===== src/rtl/rle_row_decoder.sv =====
// Expands packed {run, value} RLE symbols back into 64-coefficient blocks,
// emitted as eight 64-bit rows of eight 8-bit coefficients.
//
// state  | meaning
// S_IDLE | waiting for a packed word
// S_DEC  | decoding symbol sym_idx of the captured word
// S_RUN  | writing the zeros owed by a run, then the symbol value
// S_EOB  | zero-filling and emitting the remaining rows of the block
module rle_row_decoder #(
    parameter logic [5:0] EOB_RUN  = 6'd63,
    parameter logic [7:0] EOB_VAL  = 8'h7F,
    parameter int         BLK_COEF = 64
) (
    input  logic         clk,
    input  logic         reset,
    input  logic         in_valid_i,
    output logic         in_ready_o,
    input  logic [111:0] in_data_i,
    input  logic [3:0]   in_count_i,
    output logic         out_valid_o,
    input  logic         out_ready_i,
    output logic [63:0]  out_data_o,
    output logic         out_last_o,
    output logic         err_o
);

    localparam logic [6:0] POS_END  = 7'(BLK_COEF);
    localparam logic [7:0] LAST_POS = 8'(BLK_COEF - 1);

    typedef enum logic [1:0] {S_IDLE, S_DEC, S_RUN, S_EOB} state_t;

    state_t         state_q;
    logic [111:0]   word_q;
    logic [3:0]     cnt_q;
    logic [2:0]     sym_idx_q;
    logic [6:0]     pos_q;
    logic [5:0]     run_left_q;
    logic [63:0]    row_buf_q;
    logic [63:0]    out_data_q;
    logic           out_valid_q;
    logic           out_last_q;
    logic           err_q;

    logic           stall;
    logic [13:0]    sym;
    logic [5:0]     sym_run;
    logic [7:0]     sym_val;
    logic           is_eob;
    logic           overflow;
    logic           last_sym;
    logic [3:0]     cnt_in;
    logic           wr_en;
    logic [7:0]     wr_val;
    logic [63:0]    row_d;

    assign stall       = out_valid_q && !out_ready_i;
    assign in_ready_o  = (state_q == S_IDLE) && !stall;
    assign out_valid_o = out_valid_q;
    assign out_data_o  = out_data_q;
    assign out_last_o  = out_last_q;
    assign err_o       = err_q;

    assign cnt_in   = (in_count_i == 4'd0 || in_count_i > 4'd8) ? 4'd8 : in_count_i;
    assign sym_run  = sym[13:8];
    assign sym_val  = sym[7:0];
    assign is_eob   = (sym_run == EOB_RUN) && (sym_val == EOB_VAL);
    assign overflow = ({1'b0, pos_q} + {2'b00, sym_run}) > LAST_POS;
    assign last_sym = ({1'b0, sym_idx_q} == (cnt_q - 4'd1));

    always_comb begin
        sym = word_q[111 -: 14];
        for (int k = 1; k < 8; k++) begin
            if (sym_idx_q == 3'(k)) sym = word_q[111 - 14*k -: 14];
        end
    end

    // Coefficient written this cycle, and the row buffer with it merged in
    always_comb begin
        wr_en  = 1'b0;
        wr_val = 8'h00;
        case (state_q)
            S_DEC: begin
                if (!is_eob && !overflow) begin
                    wr_en  = 1'b1;
                    wr_val = (sym_run == 6'd0) ? sym_val : 8'h00;
                end
            end
            S_RUN: begin
                wr_en  = 1'b1;
                wr_val = (run_left_q == 6'd0) ? sym_val : 8'h00;
            end
            default: ;
        endcase
        row_d = row_buf_q;
        for (int s = 0; s < 8; s++) begin
            if (pos_q[2:0] == 3'(s)) row_d[63 - 8*s -: 8] = wr_val;
        end
    end

    always_ff @(posedge clk) begin
        if (!reset) begin
            state_q     <= S_IDLE;
            word_q      <= '0;
            cnt_q       <= 4'd0;
            sym_idx_q   <= 3'd0;
            pos_q       <= 7'd0;
            run_left_q  <= 6'd0;
            row_buf_q   <= '0;
            out_data_q  <= '0;
            out_valid_q <= 1'b0;
            out_last_q  <= 1'b0;
            err_q       <= 1'b0;
        end else begin
            err_q <= 1'b0;
            if (out_valid_q && out_ready_i) out_valid_q <= 1'b0;
            if (!stall) begin
                if (wr_en) begin
                    pos_q <= pos_q + 7'd1;
                    if (pos_q[2:0] == 3'd7) begin
                        out_data_q  <= row_d;
                        out_valid_q <= 1'b1;
                        out_last_q  <= (pos_q[5:3] == 3'd7);
                        row_buf_q   <= '0;
                    end else begin
                        row_buf_q <= row_d;
                    end
                end
                case (state_q)
                    S_IDLE: begin
                        if (in_valid_i) begin
                            word_q    <= in_data_i;
                            cnt_q     <= cnt_in;
                            sym_idx_q <= 3'd0;
                            state_q   <= S_DEC;
                        end
                    end
                    S_DEC: begin
                        if (is_eob) begin
                            state_q <= S_EOB;
                        end else if (overflow || sym_run == 6'd0) begin
                            err_q     <= overflow;
                            sym_idx_q <= sym_idx_q + 3'd1;
                            state_q   <= last_sym ? S_IDLE : S_DEC;
                        end else begin
                            run_left_q <= sym_run - 6'd1;
                            state_q    <= S_RUN;
                        end
                    end
                    S_RUN: begin
                        if (run_left_q != 6'd0) begin
                            run_left_q <= run_left_q - 6'd1;
                        end else begin
                            sym_idx_q <= sym_idx_q + 3'd1;
                            state_q   <= last_sym ? S_IDLE : S_DEC;
                        end
                    end
                    S_EOB: begin
                        if (pos_q == POS_END) begin
                            pos_q     <= 7'd0;
                            sym_idx_q <= sym_idx_q + 3'd1;
                            state_q   <= last_sym ? S_IDLE : S_DEC;
                        end else begin
                            // Unwritten slots of row_buf are already zero
                            out_data_q  <= row_buf_q;
                            out_valid_q <= 1'b1;
                            out_last_q  <= (pos_q[5:3] == 3'd7);
                            row_buf_q   <= '0;
                            if (pos_q[5:3] == 3'd7) begin
                                pos_q     <= 7'd0;
                                sym_idx_q <= sym_idx_q + 3'd1;
                                state_q   <= last_sym ? S_IDLE : S_DEC;
                            end else begin
                                pos_q <= {pos_q[6:3] + 4'd1, 3'b000};
                            end
                        end
                    end
                    default: state_q <= S_IDLE;
                endcase
            end
        end
    end

endmodule


===== config.mk =====
export PLATFORM = sky130hd
export DESIGN_NAME = rle_row_decoder
export DESIGN_NICKNAME = d
export VERILOG_FILES = /design/src/rtl/rle_row_decoder.sv
export SDC_FILE = /design/constraint.sdc
export NUM_CORES = 1
export LEC_CHECK = 0
export ABC_CLOCK_PERIOD_IN_PS = 9200
export BUFFER_PORTS_ARGS = -buffer_cell sky130_fd_sc_hd__buf_4
export CAP_MARGIN = 5
export CORE_MARGIN = 8
export CORE_UTILIZATION = 55
export DETAILED_ROUTE_END_ITERATION = 10
export PLACE_DENSITY = 0.75
export REMOVE_ABC_BUFFERS = 1
export SLEW_MARGIN = 20
export SYNTH_ARGS = -nofsm -noshare
export SYNTH_HDL_FRONTEND = slang
export SYNTH_SLANG_ARGS = --single-unit
export TNS_END_PERCENT = 50

===== constraint.sdc =====
create_clock -name clk -period 9.2 [get_ports clk]
set_input_delay 0.46 -clock clk [delete_from_list [all_inputs] [get_ports clk]]
set_output_delay 0.46 -clock clk [all_outputs]
set_load 0.01 [all_outputs]

==> results.cfg <==
[power_and_ir_drop]
p_int_mw = 2.207
peakVddDrop_v = 0.0001317
power.share.switching = 0.3428
power-per-cell-area_nw_per_um2 = 236.9
p_leak_nw = 5.459
seqPwrFrac = 0.398
pwr-share-clk = 0.319
p_switching_mw = 1.151
combPwrFrac = 0.282
power_mw = 3.358

[timing]
slew_violations = 0
min_period_ns = 5.921
final.setup.tns_ns = 0
grt_setup_unrepaired = no
min_period_over_period = 0.6435
clock_skew_ns = 0.01337
clock.fmax_ghz = 0.1689
hold_violations = 0
max_slew.worst_pin.slew_ns = 0.9421
final-setup-viol-count = 0
slew_headroom = 0.3719

[setup_path]
reg2reg_depth = 16
critPathKind = flop to flop
worstSetupStartpointType = flop
r2r_start = sym_idx_q[0]
worstPathRequired_ns = 9.68
max_stage_delay_ns = 0.73
timing.rr.end = row_buf_q[47]
crit_fanout = 35
arrival_ns = 6.40
cp-end-kind = flop
worst_path_max_delay_cell = o21ai_4
r2r_setup_slack_ns = 3.28
worstPathCellList = ha_1 > buf_4 > nor2b_1 > a222oi_1 > and2_1 > o22ai_1 > ha_1 > a21o_1 > a21oi_1 > a31oi_1 > a211o_1 > a31oi_1 > nand4_1 > o21ai_4 > nor2b_1 > a22o_1

[yosys]
ys_types = 82
synth_enable_flop_cells = 0
syn-instance-count = 1372
ys_seq_area_frac = 0.4483
synth.avg_cell_area_um2 = 8.625
yosys_register_bits = 265
async_reset_ff_frac = 0
yosysWarnings = 0
ys.flop_type = dfxtp_1
syn-cell-area_um2 = 11830

[finish]
final_common_cell = nand2_1
final_nets = 1657
layout_common_cells = 319 x nand2_1, 265 x dfxtp_1, 202 x buf_4
regArea_um2 = 5305
stdcell_area_um2 = 14180
multi_input_area_um2 = 5823
n_antenna_cell = 0
drive_above_1_share = 0.1895
final_cells = 1805
synthToLayoutAreaGrowth_pct = 19.79
nFillCells = 1776

[placement]
port_buffers = 187
gp_congestion = 0.9115
placed_cell_area_um2 = 13310
place_inst = 1757
hpwl_mm = 23.98

[route]
top_layer = met4
first_pass_iters = 6
drc = 0
drt-initial-drc-count = 1012
wl_per_cell_um = 19.07
final_antenna_net_count = 0
totalWireLength_mm = 34.41
dr_wl_met2_mm = 15.86
vias = 10860
dr_wl_met3_mm = 2.646
wl_met1_mm = 14.93
viasPerCell = 6.014

[clocking]
htree_levels = 1
cts_setup_buffers = 0
clk_path_buf_depth = 3
cts.clk_slew.worst_paths_ns = 0.06
cts_buffers = 27
clk_latency_ns = 0.54
cts-root-buf = clkbuf_16
cts_tree = done
ctsHoldBuffers = 0
clock-sinks = 265
cts_resized = 0

[floorplan]
die_area_um2 = 26470
initial_core_util = 0.5612
pin_count = 188
coreArea_um2 = 21090
die_w_um = 162.7
die_y_um = 162.7
num_rows = 53

[status]
outcome = complete, no violations

[hold_path]
hp-class = input pin to flop
hold_end = word_q[23]
min-delay-start = in_data_i[23]
min_path_cells = 3

[global_routing]
grt_pass1_wl_mm = 54.70
grt_pass1_vias = 10460
antenna_found_initial = 0
grt_max_degree = 103
track_usage = 0.2495
grt-ovfl-total = 0

[job]
drv_cap = 0
==> worst max-delay path, delay by kind of cell, from the launching register on <==
family / cells / cell delay, ns
AO/OA/AOI/OAI: 9 / 2.85
adder cells (fa/ha/maj): 2 / 0.57
buffers and inverters: 1 / 0.29
flip-flops: 1 / 0.43
AND/OR/NAND/NOR: 4 / 1.70
==> power by group through the flow <==
stage          logic [mW]  registers, mW  clock network (mW)
6_report            0.948           1.34                1.07
5_1_grt              1.04           1.35                1.13
4_1_cts             0.938           1.34                1.08
3_5_place_dp        0.932           1.36                   0
3_3_place_gp        0.916           1.36                   0
2_1_floorplan       0.664           1.33                   0
==> registers in the layout, indices dropped and copies added (netlist names) <==
name,cells
cnt_q,4
err_o,1
out_data_o,64
out_last_o,1
out_valid_o,1
pos_q,7
row_buf_q,64
run_left_q,6
state_q,2
sym_idx_q,3
word_q,112
==> cells in the mapped netlist, types with 9 or more instances <==
| master | count | area, um^2 |
|---|---|---|
| buf_1 | 11 | 41.29 |
| dfxtp_1 | 265 | 5305 |
| a31oi_1 | 9 | 56.30 |
| o21ai_0 | 25 | 125.1 |
| and3_1 | 11 | 68.82 |
| buf_2 | 11 | 55.05 |
| mux2i_1 | 10 | 100.1 |
| ha_1 | 26 | 325.3 |
| nand2_1 | 320 | 1201 |
| a32o_1 | 24 | 240.2 |
| nor2b_1 | 17 | 106.4 |
| a221o_1 | 11 | 110.1 |
| a22o_1 | 35 | 306.5 |
| a21oi_1 | 147 | 735.7 |
| clkbuf_1 | 61 | 229.0 |
| nor2_1 | 40 | 150.1 |
| nor3_1 | 10 | 50.05 |
| and2_1 | 16 | 100.1 |
| inv_1 | 81 | 304.0 |
| a222oi_1 | 9 | 90.09 |
| o221ai_1 | 62 | 543.0 |
| nand3_1 | 14 | 70.07 |
==> per-layer routing <==
metal | global-route usage | up-vias
li1 | - | 5205
met1 | 0.3285 | 5144
met2 | 0.4072 | 436
met3 | 0.04323 | 70
met4 | 0.08382 | 0
met5 | 0 | -
==> stage by stage <==
stage | hold slack, ns | setup WS [ns] | utilization
2_1_floorplan | 0.4302 | 3.756 | -
3_3_place_gp | 0.4392 | 3.659 | 0.6311
3_5_place_dp | 0.4437 | 3.357 | 0.6311
4_1_cts | 0.1553 | 3.345 | 0.6722
5_1_grt | 0.1666 | 2.997 | 0.6722
6_report | 0.1695 | 3.279 | 0.6722
==> cell type report <==
type                    instances  area share
multi-input cells             930      0.4108
flip-flops and latches        265      0.3742
repair buffers                202      0.1070
clock buffers                  39     0.05366
well taps                     275     0.02427
inverters                      85     0.02268
clock inverters                 9    0.007414
==> how the worst max path moves through the flow <==
stage / cells past startpoint / endpoint / start / slack (ns)
after floorplan: 11 / row_buf_q[2] / sym_idx_q[2] / 3.76
after global placement: 17 / row_buf_q[44] / sym_idx_q[0] / 3.66
after detailed placement: 17 / row_buf_q[47] / sym_idx_q[0] / 3.36
after CTS: 17 / row_buf_q[44] / sym_idx_q[0] / 3.35
after global routing: 17 / row_buf_q[22] / sym_idx_q[0] / 3.00
final: 16 / row_buf_q[47] / sym_idx_q[0] / 3.28
==> cell families (layout without fill, tap and decap cells) <==
logic type,count (synthesis),after routing,share of synthesized area
simple gates,475,475,0.1822
xor+xnor,8,8,0.005921
fa+ha+maj,26,26,0.02749
compound gates,411,411,0.2659
buf+inv,177,335,0.06175
mux,10,10,0.008459
flops,265,265,0.4483
(Power assumes the default switching activity.)
